--- src/rtl/traffic_pkg.sv ---
// traffic_pkg: one-hot phase encodings shared by the sequencer and the lighting stage
package traffic_pkg;
  localparam int STATE_W = 3;
  typedef enum logic [STATE_W-1:0] {
    ST_RED    = 3'b001,
    ST_YELLOW = 3'b010,
    ST_GREEN  = 3'b100
  } state_e;
endpackage

--- src/rtl/phase_timer.sv ---
// phase_timer: loadable down-counter that never wraps below zero
module phase_timer #(
  parameter int CNT_W = 8,
  parameter logic [CNT_W-1:0] RST_VAL = '0
) (
  input  logic             clk,
  input  logic             rst_n,
  input  logic             load_i,
  input  logic [CNT_W-1:0] load_val_i,
  input  logic             en_i,
  input  logic             freeze_i,
  output logic [CNT_W-1:0] cnt_o,
  output logic             zero_o
);
  logic [CNT_W-1:0] cnt_q;
  always_ff @(posedge clk) begin
    if (!rst_n) cnt_q <= RST_VAL;
    else if (load_i) cnt_q <= load_val_i;
    else if (en_i && !freeze_i && cnt_q != '0) cnt_q <= cnt_q - CNT_W'(1);
  end
  assign cnt_o  = cnt_q;
  assign zero_o = cnt_q == '0;
endmodule

--- src/rtl/traffic_phase_fsm.sv ---
// traffic_phase_fsm: RED->GREEN->YELLOW sequencer with pedestrian shortening and emergency hold
module traffic_phase_fsm import traffic_pkg::*; #(
  parameter int RED_TICKS       = 5,
  parameter int GREEN_TICKS     = 8,
  parameter int YELLOW_TICKS    = 2,
  parameter int MIN_GREEN_TICKS = 3,
  parameter int CNT_W           = 8
) (
  input  logic               clk,
  input  logic               rst_n,
  input  logic               tick_en,
  input  logic               ped_req,
  input  logic               emergency,
  output logic [STATE_W-1:0] current_state,
  output logic [CNT_W-1:0]   remaining,
  output logic               ped_ack
);
  localparam logic [CNT_W-1:0] RED_LD    = CNT_W'(RED_TICKS - 1);
  localparam logic [CNT_W-1:0] GREEN_LD  = CNT_W'(GREEN_TICKS - 1);
  localparam logic [CNT_W-1:0] YELLOW_LD = CNT_W'(YELLOW_TICKS - 1);
  // GREEN may be cut once remaining has dropped to this value (minimum dwell served)
  localparam logic [CNT_W-1:0] PED_MAX   = CNT_W'(GREEN_TICKS - 1 - MIN_GREEN_TICKS);

  state_e           state_q, state_d;
  logic             ped_pending_q, ped_ack_q;
  logic             load, zero, legal, ped_set, enter_red;
  logic [CNT_W-1:0] load_val;

  always_comb begin
    legal     = state_q inside {ST_RED, ST_YELLOW, ST_GREEN};
    ped_set   = ped_req && (state_q == ST_GREEN || state_q == ST_YELLOW);
    state_d   = state_q;
    load      = 1'b0;
    load_val  = RED_LD;
    if (!legal) begin
      state_d = ST_RED;
      load    = 1'b1;
    end else if (state_q == ST_RED && tick_en && zero && !emergency) begin
      state_d  = ST_GREEN;
      load     = 1'b1;
      load_val = GREEN_LD;
    end else if (state_q == ST_GREEN && tick_en &&
                 (emergency || zero || (ped_pending_q && remaining <= PED_MAX))) begin
      state_d  = ST_YELLOW;
      load     = 1'b1;
      load_val = YELLOW_LD;
    end else if (state_q == ST_YELLOW && tick_en && zero) begin
      state_d = ST_RED;
      load    = 1'b1;
    end
    enter_red = state_d == ST_RED && state_q != ST_RED;
  end

  always_ff @(posedge clk) begin
    if (!rst_n) begin
      state_q       <= ST_RED;
      ped_pending_q <= 1'b0;
      ped_ack_q     <= 1'b0;
    end else begin
      state_q       <= state_d;
      ped_ack_q     <= enter_red && (ped_pending_q || ped_set);
      ped_pending_q <= !enter_red && (ped_pending_q || ped_set);
    end
  end

  phase_timer #(.CNT_W(CNT_W), .RST_VAL(RED_LD)) u_timer (
    .clk       (clk),
    .rst_n     (rst_n),
    .load_i    (load),
    .load_val_i(load_val),
    .en_i      (tick_en),
    .freeze_i  (state_q == ST_RED && emergency),
    .cnt_o     (remaining),
    .zero_o    (zero)
  );

  assign current_state = state_q;
  assign ped_ack       = ped_ack_q;
endmodule
--- config.mk ---
export PLATFORM = sky130hd
export DESIGN_NAME = traffic_phase_fsm
export DESIGN_NICKNAME = d
export VERILOG_FILES = /design/src/rtl/traffic_pkg.sv /design/src/rtl/phase_timer.sv /design/src/rtl/traffic_phase_fsm.sv
export SDC_FILE = /design/constraint.sdc
export NUM_CORES = 1
export LEC_CHECK = 0
export CAP_MARGIN = 20
export CORE_MARGIN = 8
export CORE_UTILIZATION = 38
export DETAILED_ROUTE_END_ITERATION = 10
export HOLD_SLACK_MARGIN = 0.02
export PLACE_DENSITY = 0.75
export SYNTH_ARGS = -nofsm -noshare
export SYNTH_HDL_FRONTEND = slang
export SYNTH_SLANG_ARGS = --single-unit
--- constraint.sdc ---
create_clock -name clk -period 3.09 [get_ports clk]
set_input_delay 0.4635 -clock clk [delete_from_list [all_inputs] [get_ports clk]]
set_output_delay 0.4635 -clock clk [all_outputs]
set_load 0.03 [all_outputs]
* Yosys cells after proc, flatten, opt, wreduce, memory -nomap -nowiden
Cells that the tools add are included.
Storage, ports and cells: flip-flop bits (word level) 13, input port bits 5, output and inout bits 12, word-level logic and storage cells 50
Cells by class: $add $sub $neg 1, order comparisons 1, eq/ne operators 5, muxes and demuxes 13, reduce and logical (&&, ||, !) cells 26
Operator list (number):
- 3-bit two-way mux | 7
- 8-bit two-way mux | 2
- 1-bit logical AND | 15
- 8-bit by 3-bit less-or-equal comparator with 1-bit output, second input constant | 1
- 8-bit logical NOT | 1
- 8-bit nonzero test | 1
- 8-bit by 1-bit subtractor with 8-bit output, second input constant | 1
- 3-bit by 1-bit == test with 1-bit output, second input constant | 2
- 1-bit logical OR | 4
- 1-bit two-way mux | 4
- 3-bit by 2-bit == test with 1-bit output, second input constant | 1
- 3-bit == test, second input constant | 1
- 1-bit logical NOT | 3
- 3-bit by 1-bit != test with 1-bit output, second input constant | 1
- 3-bit nonzero test | 1
- 2-bit nonzero test | 1

* Longest topological paths before layout
Gate-level depths: netlist of the first run.
depth after elaboration 11, mapped depth 7, depth with buffers taken out 7

* By module
A second synthesis of the first run with hierarchy kept.
Unflattened totals: cells, all modules 103, area total of the unflattened synthesis 925.9 um2
By module, submodules not included:
- phase_timer | instances 1, cells each 62, area an instance 526.8 um2, sequential area each 160.2 um2
- traffic_phase_fsm | instances 1, cells each 41, area an instance 399.1 um2, sequential area each 100.1 um2

* Worst setup path before layout of the first run
No wires, ideal clock.
path kind register to register, start register u_timer.cnt_q[0] (netlist: u_timer.cnt_o[0]), end register u_timer.cnt_q[0] (netlist: u_timer.cnt_o[0]), library setup time 0.133 ns, arrival 2.060 ns, data required time 2.957 ns, slack 0.898 ns, cell stages (with the launch flop) 8, buffers on the path 0, clock period less this slack 2.192 ns, path through dfxtp_1 > inv_1 > ha_1 > and4bb_2 > a2111oi_4 > nor3_4 > o41ai_1 > a31oi_1
Between the ends: word-level cells in the longest chain between the ends 8, elaborated cells on any way between the ends 22, those cells by class 1 x add/sub; 1 x order compare; 9 x mux; 11 x reduce/logical
RTL lines:
- start, declared | RTL line phase_timer.sv:15 | logic [CNT_W-1:0] cnt_q;
- start signal, assigned | RTL line phase_timer.sv:18 | else if (load_i) cnt_q <= load_val_i;
- start signal, assigned | RTL line phase_timer.sv:19 | else if (en_i && !freeze_i && cnt_q != '0) cnt_q <= cnt_q - CNT_W'(1);
- 8-bit by 3-bit less-or-equal comparator with 1-bit output / 8-bit logical NOT (equally long branches) | RTL line traffic_phase_fsm.sv:43, phase_timer.sv:22
- 1-bit logical AND / 1-bit logical OR (equally long branches) | RTL line traffic_phase_fsm.sv:43 | (emergency || zero || (ped_pending_q && remaining <= PED_MAX))) begin
- 1-bit logical OR | RTL line traffic_phase_fsm.sv:43
- 1-bit logical AND | RTL line traffic_phase_fsm.sv:42 | end else if (state_q == ST_GREEN && tick_en &&
- 3-bit two-way mux / 1-bit two-way mux (equally long branches) | RTL line traffic_phase_fsm.sv:42
- 3-bit two-way mux / 1-bit two-way mux (equally long branches) | RTL line traffic_phase_fsm.sv:38 | end else if (state_q == ST_RED && tick_en && zero && !emergency) begin
- 3-bit two-way mux / 1-bit two-way mux (equally long branches) | RTL line traffic_phase_fsm.sv:35 | if (!legal) begin
- 8-bit two-way mux / 2-bit nonzero test (equally long branches)
Parallel ways exist; a longest one is shown, timed or not. The select of a mux whose other input is x is not followed. A chain may end at the register's enable or synchronous reset.

* Worst setup path in the final report of the first run
Ends and elaborated chain as after synthesis.

==> results.cfg, run 1 <==
[synthesis]
avgSynthCellArea_sq_um = 9.10
synth_top_family_by_area = simple AND/OR/NAND/NOR gates
synth_mux_area_share_pct = 0
synth.area.top_cells = dfxtp_1 34%, xnor2_1 5.7%, nor2_1 4.9%
yosys_register_bits = 13
synth_cells = 85
synth_nets = 92
synthSimpleGateAreaFrac_pct = 31.4
seq_area_frac_synth_pct = 33.7
async_flop_share_pct = 0
yosysTopAreaCell = dfxtp_1
synth.top_cell.area_share_pct = 33.7
synth_compound_area_share_pct = 24.1
synthFlopType = dfxtp_1
syn_area_sq_um = 773
synth_edf_count = 0
ys_types = 38
synth_xor_area_share_pct = 5.66
yosysWarnings = 0
synthAdderAreaFrac_pct = 3.24

[worst_setup_path]
critical_path_buf_inv_count = 1
critPathSlowestCell = a2111oi_4
critical_path_class = flip-flop to flip-flop
end_kind = flip-flop
crit_fanout = 6
crit_chain = inv_1 -> ha_1 -> and4bb_2 -> a2111oi_4 -> nor3_4 -> o41ai_1 -> a31oi_1
required_ns = 3.23
max_stage_delay_ns = 0.43
critPathLaunchType = flip-flop
cp.arrival_ns = 2.25
cp_top_family = compound AO/OA/AOI/OAI gates
r2r_setup_slack_ns = 0.98

[sta]
rsz0062_at_grt = no
relSlewSlack_pct = 62.3
worst_slack_ns = 0.979
slew_violations = 0
timing.clock.skew_ns = 0.00789
finalSetupTns_ns = 0
hold_violations = 0
finalCritPeriodShare_pct = 68.3
fin_crit_ns = 2.11
max_freq_ghz = 0.474
worst_slew_pin_slew_ns = 0.561
setup_viol = 0

[min_path]
hold_class = flip-flop to flip-flop

[detailed_routing]
ant_nets = 0
routedWlPerCell_um = 13.8
first_iter_violations = 16
totalWireLength_um = 1830
via_count = 722
firstDrtPassIters = 6
viasPerCell = 5.47
remaining_drc_errors = 0

[clocking]
clk_latency_ns = 0.28
cts_tree = built
cts_buffers = 3
clk_pin_slew_ns = 0.07
post_cts_resized = 0
cts_root_buf = clkbuf_4
cts_sinks = 13
htreeDepth = 1
ctsHoldBuffers = 0
clockBufferDepth = 2
cts_setup_buffers = 0

[power]
p_leak_uw = 0.000348
vdd_drop_max_mv = 0.244
powerDensity_nw_per_um2 = 374

[place]
gp_congestion = 0.800
place_inst = 128
portBuffers = 16
place_hpwl_um = 1440
placed_area_sq_um = 967
place_ws_ns = 0.705

[floorplanning]
num_rows = 16
die-height_um = 61.1
die-area_sq_um = 3730
initial_core_util_pct = 39.8
die_w_um = 61.1
core_sq_um = 1940
ios = 17

[layout]
fillers = 193
fin_nets = 113
drive_gt1_share_pct = 10.5
diodes = 0
final_common_cell = clkdlybuf4s50_1
stdcell_area_sq_um = 993
finish.utilization_pct = 51.2
finalNonFillerCells = 132
final_cell_mix = 16 x clkdlybuf4s50_1, 13 x dfxtp_1, 10 x nor2_1
synthToLayoutAreaGrowth_pct = 28.5

[global_routing]
grt_pass1_vias = 681
gr-usage-met1_pct = 12.1
grt_max_degree = 9
grtUsageMet3_pct = 5.01
grt_busiest_layer = met2
grt_util_met2_pct = 18.5
grt_overflow = 0
grt_use_total_pct = 10.7
antenna_found_initial = 0
grt_first_pass_wirelength_um = 3020

[outcome]
status = completed

[flow_run]
max_cap_viol_count = 0
## flip-flops by register name, indices dropped and copies added (netlist names)
register / cells
ped_ack: 1
u_timer.cnt_o: 8
ped_pending_q: 1
current_state: 3
## path summary, 6_finish.rpt
kind / to / start / cells past startpoint
hold reg to reg: u_timer.cnt_o[1]$_SDFFE_PN0P_ / u_timer.cnt_o[1]$_SDFFE_PN0P_ / 2
hold / removal: u_timer.cnt_o[1]$_SDFFE_PN0P_ / u_timer.cnt_o[1]$_SDFFE_PN0P_ / 2
setup / recovery: u_timer.cnt_o[0]$_SDFFE_PN0P_ / u_timer.cnt_o[0]$_SDFFE_PN0P_ / 7
setup reg to reg: u_timer.cnt_o[0]$_SDFFE_PN0P_ / u_timer.cnt_o[0]$_SDFFE_PN0P_ / 7
## worst register-to-register path, cell delays in order, from the launching register on
cell and delay (ns):
dfxtp_1 0.38, inv_1 0.10, ha_1 0.27, and4bb_2 0.28, a2111oi_4 0.43, nor3_4 0.10
o41ai_1 0.35, a31oi_1 0.07
## synth_stat cells, types with 2 or more instances
cell / count
dfxtp_1: 13
xnor2_1: 5
o41ai_1: 2
o21ai_0: 4
nor2_1: 10
nor3_1: 3
a21oi_1: 5
a211o_1: 2
nand2_1: 3
nor3b_1: 2
and2_1: 2
nand4bb_1: 2
nand3_1: 3
ha_1: 2
inv_1: 4
## cells by family (layout without fill, tap and decap cells)
kind of cell	count (synthesis)	count (layout)
AO/OA/AOI/OAI	24	24
XOR/XNOR	5	5
adder cells (fa/ha/maj)	2	2
buffers and inverters	4	24
flip-flops	13	13
AND/OR/NAND/NOR	37	37
## metrics by stage
stage | hold slack (ns) | total power, uW
finish | 0.568 | 371
CTS | 0.576 | 376
global placement | 0.557 | 268
global route | 0.616 | 399
floorplan | 0.540 | 240
detailed placement | 0.553 | 270
## power breakdown
part	internal, uW	switching [uW]
clock network	50.1	55.2
logic	37.7	47.1
registers	173	7.65
total	261	110
## final cells by class
type | instances | area (sq um) | share of cell area, %
Sequential cell | 13 | 260 | 26.2
Multi-Input combinational cell | 68 | 498 | 50.1
Timing Repair Buffer | 16 | 160 | 16.1
Tap cell | 27 | 33.8 | 3.40
Inverter | 4 | 15.0 | 1.51
Clock buffer | 4 | 26.3 | 2.64
## per-layer routing
metal	wire, um	share of wire, %
met1	793	43
met2	887	49
met3	136	7.4
met4	10	0.55
met5	0	0
Power figures use the tool's default switching activity.
==> run 2, diff against run 1 <==
--- a/config.mk
+++ b/config.mk
@@ -10,7 +10,7 @@
 export CORE_UTILIZATION = 38
 export DETAILED_ROUTE_END_ITERATION = 10
 export HOLD_SLACK_MARGIN = 0.02
-export PLACE_DENSITY = 0.75
+export PLACE_DENSITY = 0.77
 export SYNTH_ARGS = -nofsm -noshare
 export SYNTH_HDL_FRONTEND = slang
 export SYNTH_SLANG_ARGS = --single-unit
==> constraint.sdc (replaced) <==
create_clock -name clk -period 1.8 [get_ports clk]
set_input_delay 0.27 -clock clk [delete_from_list [all_inputs] [get_ports clk]]
set_output_delay 0.27 -clock clk [all_outputs]
set_load 0.03 [all_outputs]
==> results.cfg, run 2 (synthesis gave the netlist of run 1 again) <==
[outcome]
status = finished, violations left
violations = setup timing

[clocking]
cts_root_buf = clkbuf_4
htreeDepth = 1
cts_sinks = 13
cts_buffers = 3
cts_tree = built
clk_pin_slew_ns = 0.09
clk_latency_ns = 0.27
clockBufferDepth = 2

[worst_setup_path]
critPathLaunchType = flip-flop
crit_fanout = 3
critical_path_class = flip-flop to flip-flop
cp.arrival_ns = 2.04
required_ns = 1.96
end_kind = flip-flop

[detailed_routing]
firstDrtPassIters = 4
remaining_drc_errors = 0
viasPerCell = 5.25
via_count = 819
ant_nets = 0
totalWireLength_um = 2380
first_iter_violations = 18
routedWlPerCell_um = 15.3

[sta]
timing.clock.skew_ns = 0.00578
worst_slew_pin_slew_ns = 0.366
finalCritPeriodShare_pct = 105
fin_crit_ns = 1.88
rsz0062_at_grt = yes
finalSetupTns_ns = -0.108
worst_slack_ns = -0.0842
max_freq_ghz = 0.531
setup_viol = 3
hold_violations = 0
relSlewSlack_pct = 75.6
slew_violations = 0

[layout]
synthToLayoutAreaGrowth_pct = 61.3
diodes = 0
final_cell_mix = 23 x buf_4, 13 x clkdlybuf4s50_1, 10 x nor2_1
fin_nets = 137
finalNonFillerCells = 156
drive_gt1_share_pct = 37.2
largest_reg_flops = 8
final_common_cell = buf_4

[global_routing]
grt_overflow = 0
grt_first_pass_wirelength_um = 3850
grt_use_total_pct = 13.4
grt_max_degree = 9
antenna_found_initial = 0
grt_pass1_vias = 872

[power]
p_sw_uw = 219
power_uw = 716
p_clk_share_pct = 25.8
p_leak_uw = 0.000488
powerDensity_nw_per_um2 = 574
vdd_drop_max_mv = 0.465
p_seq_share_pct = 42.9
power_switching_share_pct = 30.5
p_comb_share_pct = 31.3
p_int_uw = 497

[place]
place_hpwl_um = 1830
gp_congestion = 0.914
place_inst = 147
portBuffers = 16

[floorplanning]
num_rows = 16
die-area_sq_um = 3730
initial_core_util_pct = 39.8
die_w_um = 61.1
die-height_um = 61.1
ios = 17
core_sq_um = 1940

[min_path]
hold_class = flip-flop to flip-flop

[flow_run]
max_cap_viol_count = 0
-- run 2: cell types whose count changed in the layout (fill, tap and decap cells not counted), moves of 2 or more --
cell,before,now
inv_1,4,2
o41ai_2,0,2
o41ai_1,2,0
dfxtp_1,13,8
dlygate4sd2_1,0,2
clkdlybuf4s50_1,16,13
buf_4,0,23
inv_4,0,2
dfxtp_4,0,4
-- run 2: power by group through the flow --
| stage | logic [uW] | registers, uW | clock network, uW |
|---|---|---|---|
| floorplan | 81.9 | 336 | 0 |
| global route | 242 | 308 | 198 |
| detailed placement | 199 | 311 | 0 |
| global placement | 194 | 311 | 0 |
| finish | 224 | 307 | 185 |
| CTS | 218 | 306 | 183 |
-- run 2: cell type report --
class | count | area [sq um]
Clock buffer | 4 | 26.3
Multi-Input combinational cell | 68 | 547
Sequential cell | 13 | 277
Inverter | 4 | 20.0
Fill cell | 173 | 694
Tap cell | 27 | 33.8
Timing Repair Buffer | 40 | 344
-- run 2: per-stage QoR --
stage / setup slack (ns) / util [%] / hold WS (ns) / instance area, sq um
after global routing: -0.173 / 64.2 / 0.679 / 1250
final: -0.0842 / 64.2 / 0.623 / 1250
after global placement: -0.171 / 58.9 / 0.577 / 1140
after detailed placement: -0.208 / 58.9 / 0.596 / 1140
after floorplan: -0.0797 / - / 0.346 / 807
after CTS: -0.0770 / 62.8 / 0.619 / 1220
-- run 2: per-layer routing --
metal	GRT usage (%)	part of all wire, %	vias up
met5	0	0	-
met2	26.0	54	23
met4	2.66	0.46	0
met1	14.2	41	380
li1	-	-	414
met3	3.13	4.6	2
-- run 2: timing repair --
action | in CTS | in global routing
setup endpoints to repair | 10 | 10
gates resized for setup | 7 | 5
hold endpoints to repair | 0 | 0
buffers inserted | 4 | 1
pin swaps | 10 | 2
hold buffers | 0 | 0
-- run 2: path summary, 6_finish.rpt --
check                             endpoint  depth (start not counted)                     startpoint  slack (ns)
max reg2reg  u_timer.cnt_o[0]$_SDFFE_PN0P_                          8  u_timer.cnt_o[1]$_SDFFE_PN0P_       -0.08
max          u_timer.cnt_o[0]$_SDFFE_PN0P_                          8  u_timer.cnt_o[1]$_SDFFE_PN0P_       -0.08
min               ped_pending_q$_SDFF_PN0_                          2       ped_pending_q$_SDFF_PN0_        0.62
min reg2reg       ped_pending_q$_SDFF_PN0_                          2       ped_pending_q$_SDFF_PN0_        0.62
-- run 2: critical path, stage by stage (launching register included) --
cell	delay, ns
dfxtp_4	0.36
inv_4	0.04
ha_4	0.16
and4bb_2	0.26
a2111oi_4	0.39
nor3_4	0.07
buf_6	0.13
o41ai_2	0.29
a31oi_1	0.06
==> run 3, diff against run 2 <==
--- a/config.mk
+++ b/config.mk
@@ -5,12 +5,12 @@
 export SDC_FILE = /design/constraint.sdc
 export NUM_CORES = 1
 export LEC_CHECK = 0
-export CAP_MARGIN = 20
+export CAP_MARGIN = 15
 export CORE_MARGIN = 8
-export CORE_UTILIZATION = 38
+export CORE_UTILIZATION = 43
 export DETAILED_ROUTE_END_ITERATION = 10
 export HOLD_SLACK_MARGIN = 0.02
-export PLACE_DENSITY = 0.77
+export PLACE_DENSITY = 0.84
 export SYNTH_ARGS = -nofsm -noshare
 export SYNTH_HDL_FRONTEND = slang
 export SYNTH_SLANG_ARGS = --single-unit
==> results.cfg, run 3 (synthesis gave the netlist of run 1 again) <==
[layout]
fin_nets = 137
largest_reg_flops = 8
synthToLayoutAreaGrowth_pct = 62.9
final_common_cell = buf_4
fillers = 131
diodes = 0
drive_gt1_share_pct = 37.2
final_cell_mix = 22 x buf_4, 13 x clkdlybuf4s50_1, 10 x nor2_1

[power]
p_comb_share_pct = 32.6
p_leak_uw = 0.000499
p_clk_share_pct = 25.3
p_seq_share_pct = 42.1
power_switching_share_pct = 30.6
p_int_uw = 508
p_sw_uw = 223
vdd_drop_max_mv = 0.459
powerDensity_nw_per_um2 = 580

[global_routing]
antenna_found_initial = 0
grt_first_pass_wirelength_um = 4000
grt_pass1_vias = 868
grt_max_degree = 9
grt_overflow = 0
grt_use_total_pct = 14.9

[detailed_routing]
firstDrtPassIters = 4
wirelength_met1_um = 1000
totalWireLength_um = 2490
wl_met2_um = 1350
wl_met3_um = 101
viasPerCell = 5.57
remaining_drc_errors = 0
first_iter_violations = 11
routedWlPerCell_um = 16.1
ant_nets = 0
top_layer = met4
via_count = 858

[sta]
finalCritPeriodShare_pct = 105
timing.clock.skew_ns = 0.00560
finalSetupTns_ns = -0.489
slew_violations = 0
setup_viol = 8
worst_slew_pin_slew_ns = 0.371
max_freq_ghz = 0.528
rsz0062_at_grt = yes
fin_crit_ns = 1.89
worst_slack_ns = -0.0948
relSlewSlack_pct = 75.0
hold_violations = 0

[place]
place_ws_ns = -0.227
gp_congestion = 0.827
portBuffers = 16
place_hpwl_um = 1830

[worst_setup_path]
crit_fanout = 6
end_kind = flip-flop
critPathLaunchType = flip-flop
critical_path_class = flip-flop to flip-flop
required_ns = 2.01
cp.arrival_ns = 2.10

[floorplanning]
initial_core_util_pct = 45.3
die_w_um = 58.4
ios = 17
die-height_um = 58.4
die-area_sq_um = 3410
num_rows = 15
core_sq_um = 1710

[clocking]
htreeDepth = 1
ctsHoldBuffers = 0
cts_sinks = 13
cts_buffers = 3
clockBufferDepth = 2
clk_pin_slew_ns = 0.08
cts_root_buf = clkbuf_4
clk_latency_ns = 0.28
cts_tree = built

[outcome]
status = finished, violations left
violations = setup timing

[flow_run]
max_cap_viol_count = 0

[min_path]
hold_class = flip-flop to flip-flop
-- run 3: area by class of cell --
cell class / instances / area [sq um] / area share, %
multi-input combinational: 68 / 558 / 44.3
timing repair buffer: 40 / 348 / 27.6
sequential: 13 / 277 / 21.9
tap: 25 / 31.3 / 2.48
clock buffer: 4 / 26.3 / 2.09
inverter: 4 / 20.0 / 1.59
-- run 3: power by group through the flow --
stage	logic, uW	registers (uW)	clock network (uW)
global placement	180	313	0
CTS	213	308	188
global route	255	309	202
finish	238	308	185
detailed placement	187	314	0
floorplan	81.9	336	0
-- run 3: critical path, stage by stage (launching register included) --
cell,delay [ns]
dfxtp_4,0.35
or4_4,0.55
o31a_1,0.29
nor3_4,0.26
buf_4,0.18
o41ai_4,0.05
a21oi_1,0.14
-- run 3: routing by layer --
| layer | up-vias | track usage [%] |
|---|---|---|
| met4 | 0 | 5.24 |
| li1 | 417 | - |
| met5 | - | 0 |
| met3 | 5 | 3.70 |
| met1 | 412 | 15.7 |
| met2 | 24 | 27.7 |
-- run 3: timing repair --
item	CTS	global route
gates resized for setup	6	8
endpoints found under the setup margin	12	11
pin swaps	12	7
buffers inserted	5	3
-- run 3: final timing paths --
| kind | cells after the start | start | to | slack (ns) |
|---|---|---|---|---|
| min | 2 | ped_pending_q$_SDFF_PN0_ | ped_pending_q$_SDFF_PN0_ | 0.65 |
| max | 6 | u_timer.cnt_o[4]$_SDFFE_PN0P_ | u_timer.cnt_o[1]$_SDFFE_PN0P_ | -0.09 |
| min reg2reg | 2 | ped_pending_q$_SDFF_PN0_ | ped_pending_q$_SDFF_PN0_ | 0.65 |
| max reg2reg | 6 | u_timer.cnt_o[4]$_SDFFE_PN0P_ | u_timer.cnt_o[1]$_SDFFE_PN0P_ | -0.09 |
-- run 3: stage by stage --
| step | instances | total power (uW) | util, % | hold slack [ns] | cell area (sq um) |
|---|---|---|---|---|---|
| 2_1_floorplan | 85 | 418 | - | 0.346 | 807 |
| 3_3_place_gp | 142 | 493 | 65.5 | 0.573 | 1120 |
| 3_5_place_dp | 142 | 500 | 65.5 | 0.577 | 1120 |
| 4_1_cts | 151 | 709 | 70.5 | 0.654 | 1200 |
| 5_1_grt | 154 | 766 | 73.8 | 0.698 | 1260 |
| 6_report | 154 | 731 | 73.8 | 0.652 | 1260 |
